## config.mk

```make
export PLATFORM = sky130hd
export DESIGN_NAME = i2c_target
export DESIGN_NICKNAME = d
export VERILOG_FILES = /design/src/rtl/i2c_pkg.sv /design/src/rtl/i2c_in_sync.sv /design/src/rtl/i2c_target.sv
export SDC_FILE = /design/constraint.sdc
export NUM_CORES = 1
export LEC_CHECK = 0
export ABC_AREA = 1
export BUFFER_PORTS_ARGS = -buffer_cell sky130_fd_sc_hd__buf_4
export CELL_PAD_IN_SITES_DETAIL_PLACEMENT = 2
export CELL_PAD_IN_SITES_GLOBAL_PLACEMENT = 2
export CORE_UTILIZATION = 30
export CTS_CLUSTER_SIZE = 12
export DETAILED_ROUTE_END_ITERATION = 16
export PLACE_DENSITY_LB_ADDON = 0.25
export SYNTH_ARGS = -nofsm -noshare
export SYNTH_HDL_FRONTEND = slang
export SYNTH_HIERARCHICAL = 1
export SYNTH_SLANG_ARGS = --single-unit
```

## constraint.sdc

```tcl
create_clock -name clk -period 2.3 [get_ports clk]
set_input_delay 0.345 -clock clk [delete_from_list [all_inputs] [get_ports clk]]
set_output_delay 0.345 -clock clk [all_outputs]
set_load 0.05 [all_outputs]
```

## src/rtl/i2c_pkg.sv

```systemverilog
// Shared I2C definitions: FSM state encoding, ACK/NACK levels and R/W bit values.
package i2c_pkg;

    localparam int unsigned DATA_W = 8;
    localparam int unsigned CNT_W  = 3;
    localparam int unsigned ADDR_W = 7;

    typedef enum logic [3:0] {
        ST_IDLE     = 4'd0,
        ST_ADDR     = 4'd1,
        ST_ADDR_ACK = 4'd2,
        ST_WR_DATA  = 4'd3,
        ST_WR_ACK   = 4'd4,
        ST_RD_DATA  = 4'd5,
        ST_RD_ACK   = 4'd6
    } i2c_state_e;

    localparam logic ACK      = 1'b0;
    localparam logic NACK     = 1'b1;
    localparam logic RW_WRITE = 1'b0;
    localparam logic RW_READ  = 1'b1;

endpackage

```

## src/rtl/i2c_in_sync.sv

```systemverilog
// SCL/SDA synchronizer with optional 3-sample glitch filter (I2C_TARGET_GLITCH_FILTER_EN),
// plus SCL edge and START/STOP detection from the accepted level and its one-clk history.
module i2c_in_sync (
    input  logic clk,
    input  logic rst_n,
    input  logic scl_in,
    input  logic sda_in,
    output logic sda_c,
    output logic scl_rise_c,
    output logic scl_fall_c,
    output logic start_c,
    output logic stop_c
);

    localparam int unsigned NIN = 2;

    // bit 1 = SCL, bit 0 = SDA; all flops reset to the idle bus level
    logic [NIN-1:0] meta_q, meta_d;
    logic [NIN-1:0] sync_q, sync_d;
    logic [NIN-1:0] hist_q, hist_d;
    logic [NIN-1:0] lvl_c;

`ifdef I2C_TARGET_GLITCH_FILTER_EN
    logic [NIN-1:0] smp1_q, smp1_d;
    logic [NIN-1:0] smp2_q, smp2_d;
    logic [NIN-1:0] filt_q, filt_d;
    logic [NIN-1:0] agree_c;

    // accept a new level only once three consecutive samples agree
    always_comb begin
        smp1_d  = sync_q;
        smp2_d  = smp1_q;
        agree_c = ~(sync_q ^ smp1_q) & ~(smp1_q ^ smp2_q);
        filt_d  = (agree_c & sync_q) | (~agree_c & filt_q);
    end

    always_ff @(posedge clk or negedge rst_n) begin
        if (!rst_n) begin
            smp1_q <= '1;
            smp2_q <= '1;
            filt_q <= '1;
        end else begin
            smp1_q <= smp1_d;
            smp2_q <= smp2_d;
            filt_q <= filt_d;
        end
    end

    assign lvl_c = filt_q;
`else
    assign lvl_c = sync_q;
`endif

    always_comb begin
        meta_d = {scl_in, sda_in};
        sync_d = meta_q;
        hist_d = lvl_c;
    end

    always_ff @(posedge clk or negedge rst_n) begin
        if (!rst_n) begin
            meta_q <= '1;
            sync_q <= '1;
            hist_q <= '1;
        end else begin
            meta_q <= meta_d;
            sync_q <= sync_d;
            hist_q <= hist_d;
        end
    end

    // START/STOP need SCL high in both samples, so a simultaneous SCL/SDA change is neither
    assign sda_c      = lvl_c[0];
    assign scl_rise_c = lvl_c[1] & ~hist_q[1];
    assign scl_fall_c = ~lvl_c[1] & hist_q[1];
    assign start_c    = lvl_c[1] & hist_q[1] & hist_q[0] & ~lvl_c[0];
    assign stop_c     = lvl_c[1] & hist_q[1] & ~hist_q[0] & lvl_c[0];

endmodule

```

## src/rtl/i2c_target.sv

```systemverilog
// Single-address I2C target: address match, ACK generation, byte write/read to a local port.
// Optional input glitch filter enabled by I2C_TARGET_GLITCH_FILTER_EN.
module i2c_target
    import i2c_pkg::*;
#(
    parameter logic [6:0] SLAVE_ADDR = 7'h50
) (
    input  logic       clk,
    input  logic       rst_n,
    input  logic       scl_in,
    input  logic       sda_in,
    output logic       sda_oe,
    output logic [7:0] rx_data,
    output logic       rx_valid,
    input  logic [7:0] tx_data,
    output logic       tx_req,
    output logic       busy
);

    logic sda_c, scl_rise_c, scl_fall_c, start_c, stop_c;

    i2c_in_sync u_in_sync (
        .clk        (clk),
        .rst_n      (rst_n),
        .scl_in     (scl_in),
        .sda_in     (sda_in),
        .sda_c      (sda_c),
        .scl_rise_c (scl_rise_c),
        .scl_fall_c (scl_fall_c),
        .start_c    (start_c),
        .stop_c     (stop_c)
    );

    i2c_state_e        state_q, state_d;
    logic [CNT_W-1:0]  bit_cnt_q, bit_cnt_d;
    logic [DATA_W-1:0] shift_q, shift_d;
    logic [DATA_W-1:0] rx_data_q, rx_data_d;
    logic              rx_valid_q, rx_valid_d;
    logic              tx_req_q, tx_req_d;
    logic              busy_q, busy_d;
    logic              sda_oe_q, sda_oe_d;
    logic              rw_q, rw_d;
    // ACK states: set once the ACK is driven; RD_DATA: next fall loads tx_data
    logic              phase_q, phase_d;

    always_comb begin
        state_d    = state_q;
        bit_cnt_d  = bit_cnt_q;
        shift_d    = shift_q;
        rx_data_d  = rx_data_q;
        rx_valid_d = 1'b0;
        tx_req_d   = 1'b0;
        busy_d     = busy_q;
        sda_oe_d   = sda_oe_q;
        rw_d       = rw_q;
        phase_d    = phase_q;

        if (start_c) begin
            state_d   = ST_ADDR;
            bit_cnt_d = '0;
            sda_oe_d  = 1'b0;
            busy_d    = 1'b0;
            phase_d   = 1'b0;
        end else if (stop_c) begin
            state_d  = ST_IDLE;
            sda_oe_d = 1'b0;
            busy_d   = 1'b0;
            phase_d  = 1'b0;
        end else begin
            case (state_q)
                ST_ADDR: begin
                    if (scl_rise_c) begin
                        shift_d   = {shift_q[DATA_W-2:0], sda_c};
                        bit_cnt_d = bit_cnt_q + CNT_W'(1);
                        if (bit_cnt_q == CNT_W'(7)) begin
                            if (shift_q[ADDR_W-1:0] == SLAVE_ADDR) begin
                                state_d = ST_ADDR_ACK;
                                busy_d  = 1'b1;
                                rw_d    = sda_c;
                                phase_d = 1'b0;
                            end else begin
                                state_d = ST_IDLE;
                            end
                        end
                    end
                end
                ST_ADDR_ACK: begin
                    if (scl_fall_c) begin
                        if (!phase_q) begin
                            sda_oe_d = 1'b1;
                            phase_d  = 1'b1;
                        end else if (rw_q == RW_WRITE) begin
                            state_d   = ST_WR_DATA;
                            sda_oe_d  = 1'b0;
                            phase_d   = 1'b0;
                            bit_cnt_d = '0;
                        end else begin
                            // the fall ending the ACK bit also drives the first read bit
                            state_d   = ST_RD_DATA;
                            phase_d   = 1'b0;
                            sda_oe_d  = ~tx_data[DATA_W-1];
                            shift_d   = {tx_data[DATA_W-2:0], 1'b0};
                            bit_cnt_d = CNT_W'(1);
                        end
                    end else if (scl_rise_c && phase_q && (rw_q == RW_READ)) begin
                        tx_req_d = 1'b1;
                    end
                end
                ST_WR_DATA: begin
                    if (scl_rise_c) begin
                        shift_d   = {shift_q[DATA_W-2:0], sda_c};
                        bit_cnt_d = bit_cnt_q + CNT_W'(1);
                        if (bit_cnt_q == CNT_W'(7)) begin
                            rx_data_d  = {shift_q[DATA_W-2:0], sda_c};
                            rx_valid_d = 1'b1;
                            state_d    = ST_WR_ACK;
                            phase_d    = 1'b0;
                        end
                    end
                end
                ST_WR_ACK: begin
                    if (scl_fall_c) begin
                        if (!phase_q) begin
                            sda_oe_d = 1'b1;
                            phase_d  = 1'b1;
                        end else begin
                            sda_oe_d = 1'b0;
                            phase_d  = 1'b0;
                            state_d  = ST_WR_DATA;
                        end
                    end
                end
                ST_RD_DATA: begin
                    if (scl_fall_c) begin
                        if (phase_q) begin
                            phase_d   = 1'b0;
                            sda_oe_d  = ~tx_data[DATA_W-1];
                            shift_d   = {tx_data[DATA_W-2:0], 1'b0};
                            bit_cnt_d = CNT_W'(1);
                        end else if (bit_cnt_q == '0) begin
                            sda_oe_d = 1'b0;
                            state_d  = ST_RD_ACK;
                        end else begin
                            sda_oe_d  = ~shift_q[DATA_W-1];
                            shift_d   = {shift_q[DATA_W-2:0], 1'b0};
                            bit_cnt_d = bit_cnt_q + CNT_W'(1);
                        end
                    end
                end
                ST_RD_ACK: begin
                    if (scl_rise_c) begin
                        if (sda_c == NACK) begin
                            state_d  = ST_IDLE;
                            busy_d   = 1'b0;
                            sda_oe_d = 1'b0;
                        end else begin
                            tx_req_d = 1'b1;
                            state_d  = ST_RD_DATA;
                            phase_d  = 1'b1;
                        end
                    end
                end
                default: begin
                    state_d = ST_IDLE;
                end
            endcase
        end
    end

    always_ff @(posedge clk or negedge rst_n) begin
        if (!rst_n) begin
            state_q    <= ST_IDLE;
            bit_cnt_q  <= '0;
            shift_q    <= '0;
            rx_data_q  <= '0;
            rx_valid_q <= 1'b0;
            tx_req_q   <= 1'b0;
            busy_q     <= 1'b0;
            sda_oe_q   <= 1'b0;
            rw_q       <= 1'b0;
            phase_q    <= 1'b0;
        end else begin
            state_q    <= state_d;
            bit_cnt_q  <= bit_cnt_d;
            shift_q    <= shift_d;
            rx_data_q  <= rx_data_d;
            rx_valid_q <= rx_valid_d;
            tx_req_q   <= tx_req_d;
            busy_q     <= busy_d;
            sda_oe_q   <= sda_oe_d;
            rw_q       <= rw_d;
            phase_q    <= phase_d;
        end
    end

    assign sda_oe   = sda_oe_q;
    assign rx_data  = rx_data_q;
    assign rx_valid = rx_valid_q;
    assign tx_req   = tx_req_q;
    assign busy     = busy_q;

endmodule

```

==> results by group, run 1 <==
Status
  • Status: complete, but fails checks
  • Failing checks: negative hold slack

Place
  • IO Port Bufs: 23
  • DP Area: roughly 2400 µm²
  • Dpl ws: between 300 and 400 ps
  • Post-DP HPWL: approximately 5000 µm
  • GPL Wtd Cong: 0.8611
  • Dpl cells: 408

Timing
  • Post-route setup slack: slightly above 300 ps
  • Slew headroom: just under 70%
  • Final-report hold violation count: 4
  • Setup Skew: 12.91 ps
  • Period Utilization, post-route: 86.84%
  • Setup TNS: 0 ps
  • Finish-stage setup viols: 0
  • Final min period: approximately 2000 ps
  • Unrepaired setup endpoints after global routing: false
  • Max Slew Vio Count: 0
  • Fmax: approximately 500 MHz
  • WHS: -4.770 ps
  • Worst-Margin Slew: around 460 ps

Clock network
  • Clock latency on the worst-skew pair: a little under 300 ps
  • Setup bufs post-CTS: 0
  • CTS hold repair buffers: 0
  • PostCTS Resize Cnt: 0
  • Reg clk slew, reported paths: about 80 ps
  • CTS Buf Count: 5
  • CTS tree: done
  • Sink Count: 34
  • Clk Tree Root Cell: clkbuf_8
  • CTS HTree Levels: 2
  • CTS max path bufs: 2

Drt
  • Total number of vias: slightly below 2,000
  • Wire length on met1: between 3000 and 4000 µm
  • Avg WL per Cell: 15.80 µm
  • DR pass1 iterations: 4
  • Remaining antenna violation count: 0
  • Vias/cell: about 4.8
  • Top sig layer: met4
  • Met2 WL: around 3300 µm
  • Starting DRT DRC Count: 51
  • DRC: 0
  • Met3 routed WL: ~140 µm
  • Total Routed Length: approximately 6600 µm

GRT
  • First-pass GRT wire length: 11,160 µm
  • Antenna violations before repair: 0
  • Vias in the first global route: between 2,000 and 2,500
  • Total gr overflow: 0
  • Largest net degree at the start of global routing: 35
  • GRT Overall Usage: 19.90%

Critical path
  • Setup crit end: state_q[2]
  • CP peak stage delay: roughly 560 ps
  • Most frequent CP cell: nand2_1
  • Crit Path Category: reg -> reg
  • WP data arrival: about 2200 ps
  • Crit path cell chain: nand2_1, nor2_1, inv_2, nand2_4, nor2_2, nand2_1, nand3_1, nor2_4, nand2_2, nand2_1, nand2_1
  • Worst setup SP type: flop
  • CP max-delay cell: dfstp_2
  • Worst r2r src: u_in_sync/hist_d[1]
  • Critical Path Source: u_in_sync/hist_d[1]
  • Worst R2R End: state_q[2]
  • Crit. End Element: flop
  • Crit Path Max Fanout: 6
  • Flop-to-flop setup slack: about 300 ps
  • WP data required: ~2500 ps
  • R2r worst-path depth: 11

Floorplan
  • Die footprint: between 7000 and 8000 µm²
  • Placeable Area: 6794 µm²
  • Die H: approximately 86 µm
  • Site row count: 30
  • Initial Utilization: between 30% and 40%
  • Die X: 85.66 µm
  • # IOs: 24

Cells and area
  • Final Instance Area: 2477 µm²
  • Nets: roughly 330
  • Layout cells sized above 1: between 20% and 30%
  • Post-layout util: 36.46%
  • Non-Filler Instances: ~420
  • Area growth syn-to-layout: 18.00%
  • Diodes inserted: 0

Yosys
  • Syn nets: between 300 and 400
  • Synth Cell Area: 2100 µm²
  • Seq cells post-synth: 34
  • Sequential share of the synthesized area: between 40% and 50%
  • Synth Instances: about 290
  • Syn. warnings: 6
  • Yosys cell types: 25
  • Synth Area per Inst: 7.190 µm²

Power and ir drop
  • Leak pwr: around 1.3 nW
  • Total Power: about 1.5 mW
  • Cell Pwr Density: ~610 nW/µm²
  • Worst vdd ir: 0.2740 mV

Hold path
  • Hold Crit Class: in -> async

Job
  • Max-Cap Viols: 0
[sequential cells by signal (all words and copies together) (netlist names)]
name              flops
u_in_sync/meta_q      2
sda_oe                1
rw_q                  1
u_in_sync/hist_q      2
state_q               3
bit_cnt_q             3
u_in_sync/hist_d      2
tx_req                1
busy                  1
rx_data               8
phase_q               1
shift_q               8
rx_valid              1
[worst min-delay path by stage]
| stage | startpoint | to | depth (start not counted) |
|---|---|---|---|
| finish | rst_n | rx_data[0] | 1 |
| global route | rst_n | rx_data[0] | 1 |
| CTS | rst_n | rx_data[0] | 1 |
| detailed placement | rst_n | rw_q | 1 |
| global placement | rst_n | rw_q | 1 |
| floorplan | rst_n | bit_cnt_q[0] | 0 |
[cell usage after synthesis]
library cell / number / area share [%]
nand2_1: 105 / 19
nand3_1: 39 / 9.3
nor2_1: 33 / 5.9
dfrtp_1: 28 / 33
inv_1: 24 / 4.3
a21oi_1: 7 / 1.7
o21ai_0: 7 / 1.7
dfstp_2: 6 / 7.5
nand2_2: 6 / 1.8
nand4_1: 5 / 1.5
inv_2: 4 / 0.71
nand2_4: 4 / 2.1
buf_6: 3 / 1.6
ha_1: 3 / 1.8
o21ai_1: 3 / 0.71
inv_6: 2 / 0.83
nand3_2: 2 / 0.95
nand3_4: 2 / 1.7
nor2_2: 2 / 0.60
nor2_4: 2 / 1.1
a21oi_4: 1 / 0.77
buf_2: 1 / 0.24
inv_4: 1 / 0.30
o21ai_2: 1 / 0.42
or2_4: 1 / 0.42
[worst max-delay path: cells and delay by family (launching register included)]
kind	cells	cell delay, ps
buf+inv	1	140
flops	1	560
simple gates	10	1190
[area by class of cell]
class | instances | area, µm²
Clock inverter | 1 | 30.03
Timing Repair Buffer | 24 | 180.2
Sequential cell | 34 | 858.3
Multi-Input combinational cell | 223 | 1074
Tap cell | 96 | 120.1
Fill cell | 854 | 4317
Inverter | 31 | 128.9
Clock buffer | 7 | 86.33
[where the power goes]
group | leakage, nW | switching [mW] | internal (mW) | total, mW
Clock | 0.0585 | 0.231 | 0.354 | 0.585
Combinational | 0.841 | 0.143 | 0.0710 | 0.214
Sequential | 0.437 | 0.0646 | 0.656 | 0.721
[kinds of logic (layout without fill, tap and decap cells)]
family          Yosys count  in the layout  synth area share (%)
compound gates           19             19                 5.244
fa+ha+maj                 3              3                 1.788
buf+inv                  35             63                 7.986
flops                    34             34                 40.88
simple gates            201            201                 44.10
[layout by cell type, fill, tap and decap left out]
| master | Yosys | layout |
|---|---|---|
| ha_1 | 3 | 3 |
| nand3_2 | 2 | 2 |
| nor2_1 | 33 | 33 |
| dfstp_2 | 6 | 6 |
| buf_4 | 0 | 24 |
| clkbuf_8 | 0 | 6 |
| inv_4 | 1 | 1 |
| o21ai_0 | 7 | 7 |
| inv_2 | 4 | 4 |
| o21ai_2 | 1 | 1 |
| nor2_2 | 2 | 2 |
| o21ai_1 | 3 | 3 |
| nand2_2 | 6 | 6 |
| clkbuf_1 | 0 | 1 |
| inv_1 | 24 | 24 |
| nand2_1 | 105 | 105 |
| dfrtp_1 | 28 | 28 |
| nand4_1 | 5 | 5 |
| nand3_4 | 2 | 2 |
| a21oi_4 | 1 | 1 |
| nand2_4 | 4 | 4 |
| inv_6 | 2 | 2 |
| a21oi_1 | 7 | 7 |
| nor2_4 | 2 | 2 |
| nand3_1 | 39 | 39 |
| bufinv_16 | 0 | 1 |
| or2_4 | 1 | 1 |
[routing by layer]
| metal | global-route usage (%) | vias up |
|---|---|---|
| met3 | 3.369 | 7 |
| met5 | 0 | - |
| met2 | 35.71 | 23 |
| li1 | - | 977 |
| met4 | 6.061 | 0 |
| met1 | 24.35 | 979 |
Note: power is estimated with default switching activity, not from simulation.
==> run 2, diff against run 1 <==
- SYNTH_HIERARCHICAL: 1 -> not set
==> run 2 against run 1 <==
Effect of this change:
- largest power group unchanged
- global-route usage up 0.32 points
- flip-flop and latch count did not move
- sequential power down 5.1%
- count of clock-buffer cells in the layout shrank 1
- wire length down 1.9%
- worst hold slack better by 150 ps
- final cell count decreased by 7.2%
- the flow finishes with violations (design-rule violations)
- sequential share of layout area increased by 1.2 points
- worst setup slack got worse by 3.8 ps
- register-to-register slack about the same
- critical path type unchanged
==> results by group, run 2 <==
Critical path
  • R2r worst-path depth: 7
  • Crit Path Max Fanout: 9
  • WP data arrival: about 2200 ps
  • Flop-to-flop setup slack: roughly 300 ps
  • Worst r2r src: u_in_sync.hist_d[0]
  • WP data required: between 2000 and 3000 ps
  • Worst setup SP type: flop
  • Crit. End Element: flop
  • Worst R2R End: shift_q[6]
  • Crit Path Category: reg -> reg

Yosys
  • Post-synth ARST share: 100.0%
  • Main synth FF type: dfrtp_1
  • Top area cells in the synthesized netlist: dfrtp_1 (34%), nand2_1 (16%), nand3_1 (8.6%)
  • Syn. warnings: 0
  • Most instantiated cells after synthesis: nand2_1 (89), nand3_1 (35), dfrtp_1 (28), o21ai_0 (28)
  • Yosys cell types: 29
  • Synth Area per Inst: approximately 7.3 µm²
  • Synth Instances: 279
  • Synth Cell Area: slightly above 2000 µm²
  • Post-synth EDFFs: 0
  • Top-area cell type share of the netlist area: about a third
  • Syn nets: 294
  • Cell accounting for the most synthesized area: dfrtp_1
  • Seq cells post-synth: 34
  • Sequential share of the synthesized area: a little over two fifths
  • Most frequent cell after synthesis: nand2_1

Cells and area
  • Diodes inserted: 0
  • Leading cell types in the layout, fill and taps excluded: nand2_1 (89), nand3_1 (35), o21ai_0 (28), dfrtp_1 (28)
  • Area growth syn-to-layout: 17.55%
  • Nets: about 320
  • Layout cells sized above 1: 17.80%
  • Commonest non-fill, non-tap cell in the layout: nand2_1

Timing
  • Worst-Margin Slew: 444.8 ps
  • Slew headroom: a little over two thirds
  • Max Slew Vio Count: 0
  • Unrepaired setup endpoints after global routing: false
  • Period Utilization, post-route: around 87%
  • Finish-stage setup viols: 0
  • Setup Skew: between 10 and 15 ps
  • Final min period: around 2000 ps
  • Setup TNS: 0 ps
  • Fmax: between 400 and 500 MHz
  • Final-report hold violation count: 0

Status
  • Failing checks: design-rule violations
  • Status: complete, but fails checks

Clock network
  • Clk Tree Root Cell: clkbuf_8
  • Clock latency on the worst-skew pair: 310 ps
  • CTS max path bufs: 2
  • PostCTS Resize Cnt: 0
  • CTS HTree Levels: 2
  • CTS Buf Count: 5
  • Reg clk slew, reported paths: approximately 80 ps
  • CTS tree: done
  • Sink Count: 34

Drt
  • DRC: 4
  • Avg WL per Cell: around 17 µm
  • Vias/cell: between 5 and 6
  • Total Routed Length: ~6400 µm
  • DR pass1 iterations: 10
  • Total number of vias: a little under 2,000
  • Remaining antenna violation count: 0
  • Starting DRT DRC Count: 75

GRT
  • Antenna violations before repair: 0
  • Largest net degree at the start of global routing: 35
  • First-pass GRT wire length: 10,930 µm
  • GRT Overall Usage: ~20%
  • Total gr overflow: 0
  • Vias in the first global route: 2,134

Power and ir drop
  • Worst vdd ir: slightly above 0.2 mV
  • Clock share of power: 35.7%
  • Total Power: between 1 and 1.5 mW
  • Flop pwr share: about half
  • Cell Pwr Density: around 580 nW/µm²
  • Sw power: around 0.43 mW
  • Pint: between 0.9 and 1 mW
  • Leak pwr: about 1.2 nW
  • Comb power frac: 15.0%
  • Sw frac: 31.10%

Floorplan
  • Die X: roughly 84 µm
  • Site row count: 29
  • Initial Utilization: a little under a third
  • Die H: 84.45 µm
  • # IOs: 24
  • Placeable Area: 6459 µm²
  • Die footprint: approximately 7100 µm²

Place
  • IO Port Bufs: 23
  • Post-DP HPWL: approximately 5000 µm
  • GPL Wtd Cong: between 0.8 and 0.9

Job
  • Max-Cap Viols: 0

Hold path
  • WHS Path Cells: 1
  • Hold Crit Class: in -> reg
  • Hold endpoint: u_in_sync.meta_q[0]
  • Worst Hold Launch: sda_in
==> run 2: cell types whose count changed after synthesis, moves of 3 or more <==
cell     previous run  this run
nand4_1             5         2
o21ai_0             7        28
nand2_2             6         2
nor2_1             33        26
nand2_4             4         1
nor3_1              0         3
nand2_1           105        89
o21ai_1             3         0
nand3_1            39        35
==> run 2: repair_timing <==
| action | in CTS | in global routing |
|---|---|---|
| setup buffers | 0 | 0 |
| hold endpoints to repair | 8 | 0 |
| hold buffers | 1 | 0 |
==> run 2: kinds of logic (layout without fill, tap and decap cells) <==
kind of cell               after synthesis  after routing  synth area share [%]
buffers and inverters                   33             63                 6.994
DFF                                     34             34                 42.09
and+or+nand+nor                        168            168                 37.61
adders and majority gates                3              3                 1.841
AOI/OAI and AO/OA                       41             41                 11.47
==> run 2: metal layers <==
metal,vias up,global-route usage (%),share of wire (%)
li1,960,-,-
met1,971,27.64,50
met2,20,32.27,46
met3,9,3.245,2.2
met4,0,7.704,1.9
met5,-,0,0
==> run 2: area by class of cell <==
class	count	area [µm²]
sequential	34	858.3
inverter	29	111.4
timing repair buffer	26	197.7
fill	785	4061
clock inverter	2	12.51
multi-input combinational	212	1039
clock buffer	6	82.58
tap	77	96.34
==> run 2: worst max-delay path, cell delays in order, from the launching register on <==
cell and delay, ps:
dfstp_2 600, inv_1 150, nand3_1 150, nand2_1 210
nor3_4 450, nand2_4 160, nand2_1 110, nand2_1 60
==> run 2: power by group through the flow <==
| stage | Combinational (mW) | Clock, mW | Sequential (mW) |
|---|---|---|---|
| 2_1_floorplan | 0.115 | 0 | 0.699 |
| 3_3_place_gp | 0.200 | 0 | 0.694 |
| 3_5_place_dp | 0.210 | 0 | 0.697 |
| 4_1_cts | 0.212 | 0.509 | 0.685 |
| 5_1_grt | 0.238 | 0.528 | 0.693 |
| 6_report | 0.207 | 0.495 | 0.684 |
==> run 2: worst max path at each step <==
stage | from | to | cells past startpoint
3_3_place_gp | u_in_sync.hist_d[0] | state_q[1] | 9
6_report | u_in_sync.hist_d[0] | shift_q[6] | 7
4_1_cts | u_in_sync.hist_d[0] | shift_q[6] | 7
5_1_grt | u_in_sync.hist_d[0] | shift_q[6] | 8
3_5_place_dp | u_in_sync.hist_d[0] | shift_q[6] | 7
2_1_floorplan | u_in_sync.hist_d[1] | shift_q[0] | 7
==> run 2: stage by stage <==
step                worst slack [ps]  instances  utilization (%)  cell area (µm²)  hold slack [ps]
detailed placement             296.9        377            35.49             2292            329.9
floorplan                      746.8        279                -             2039            49.41
global route                   131.5        386            37.12             2397            131.1
finish                         299.0        386            37.12             2397            140.5
CTS                            297.9        386            37.12             2397            136.4
global placement               375.7        377            35.49             2292            328.2
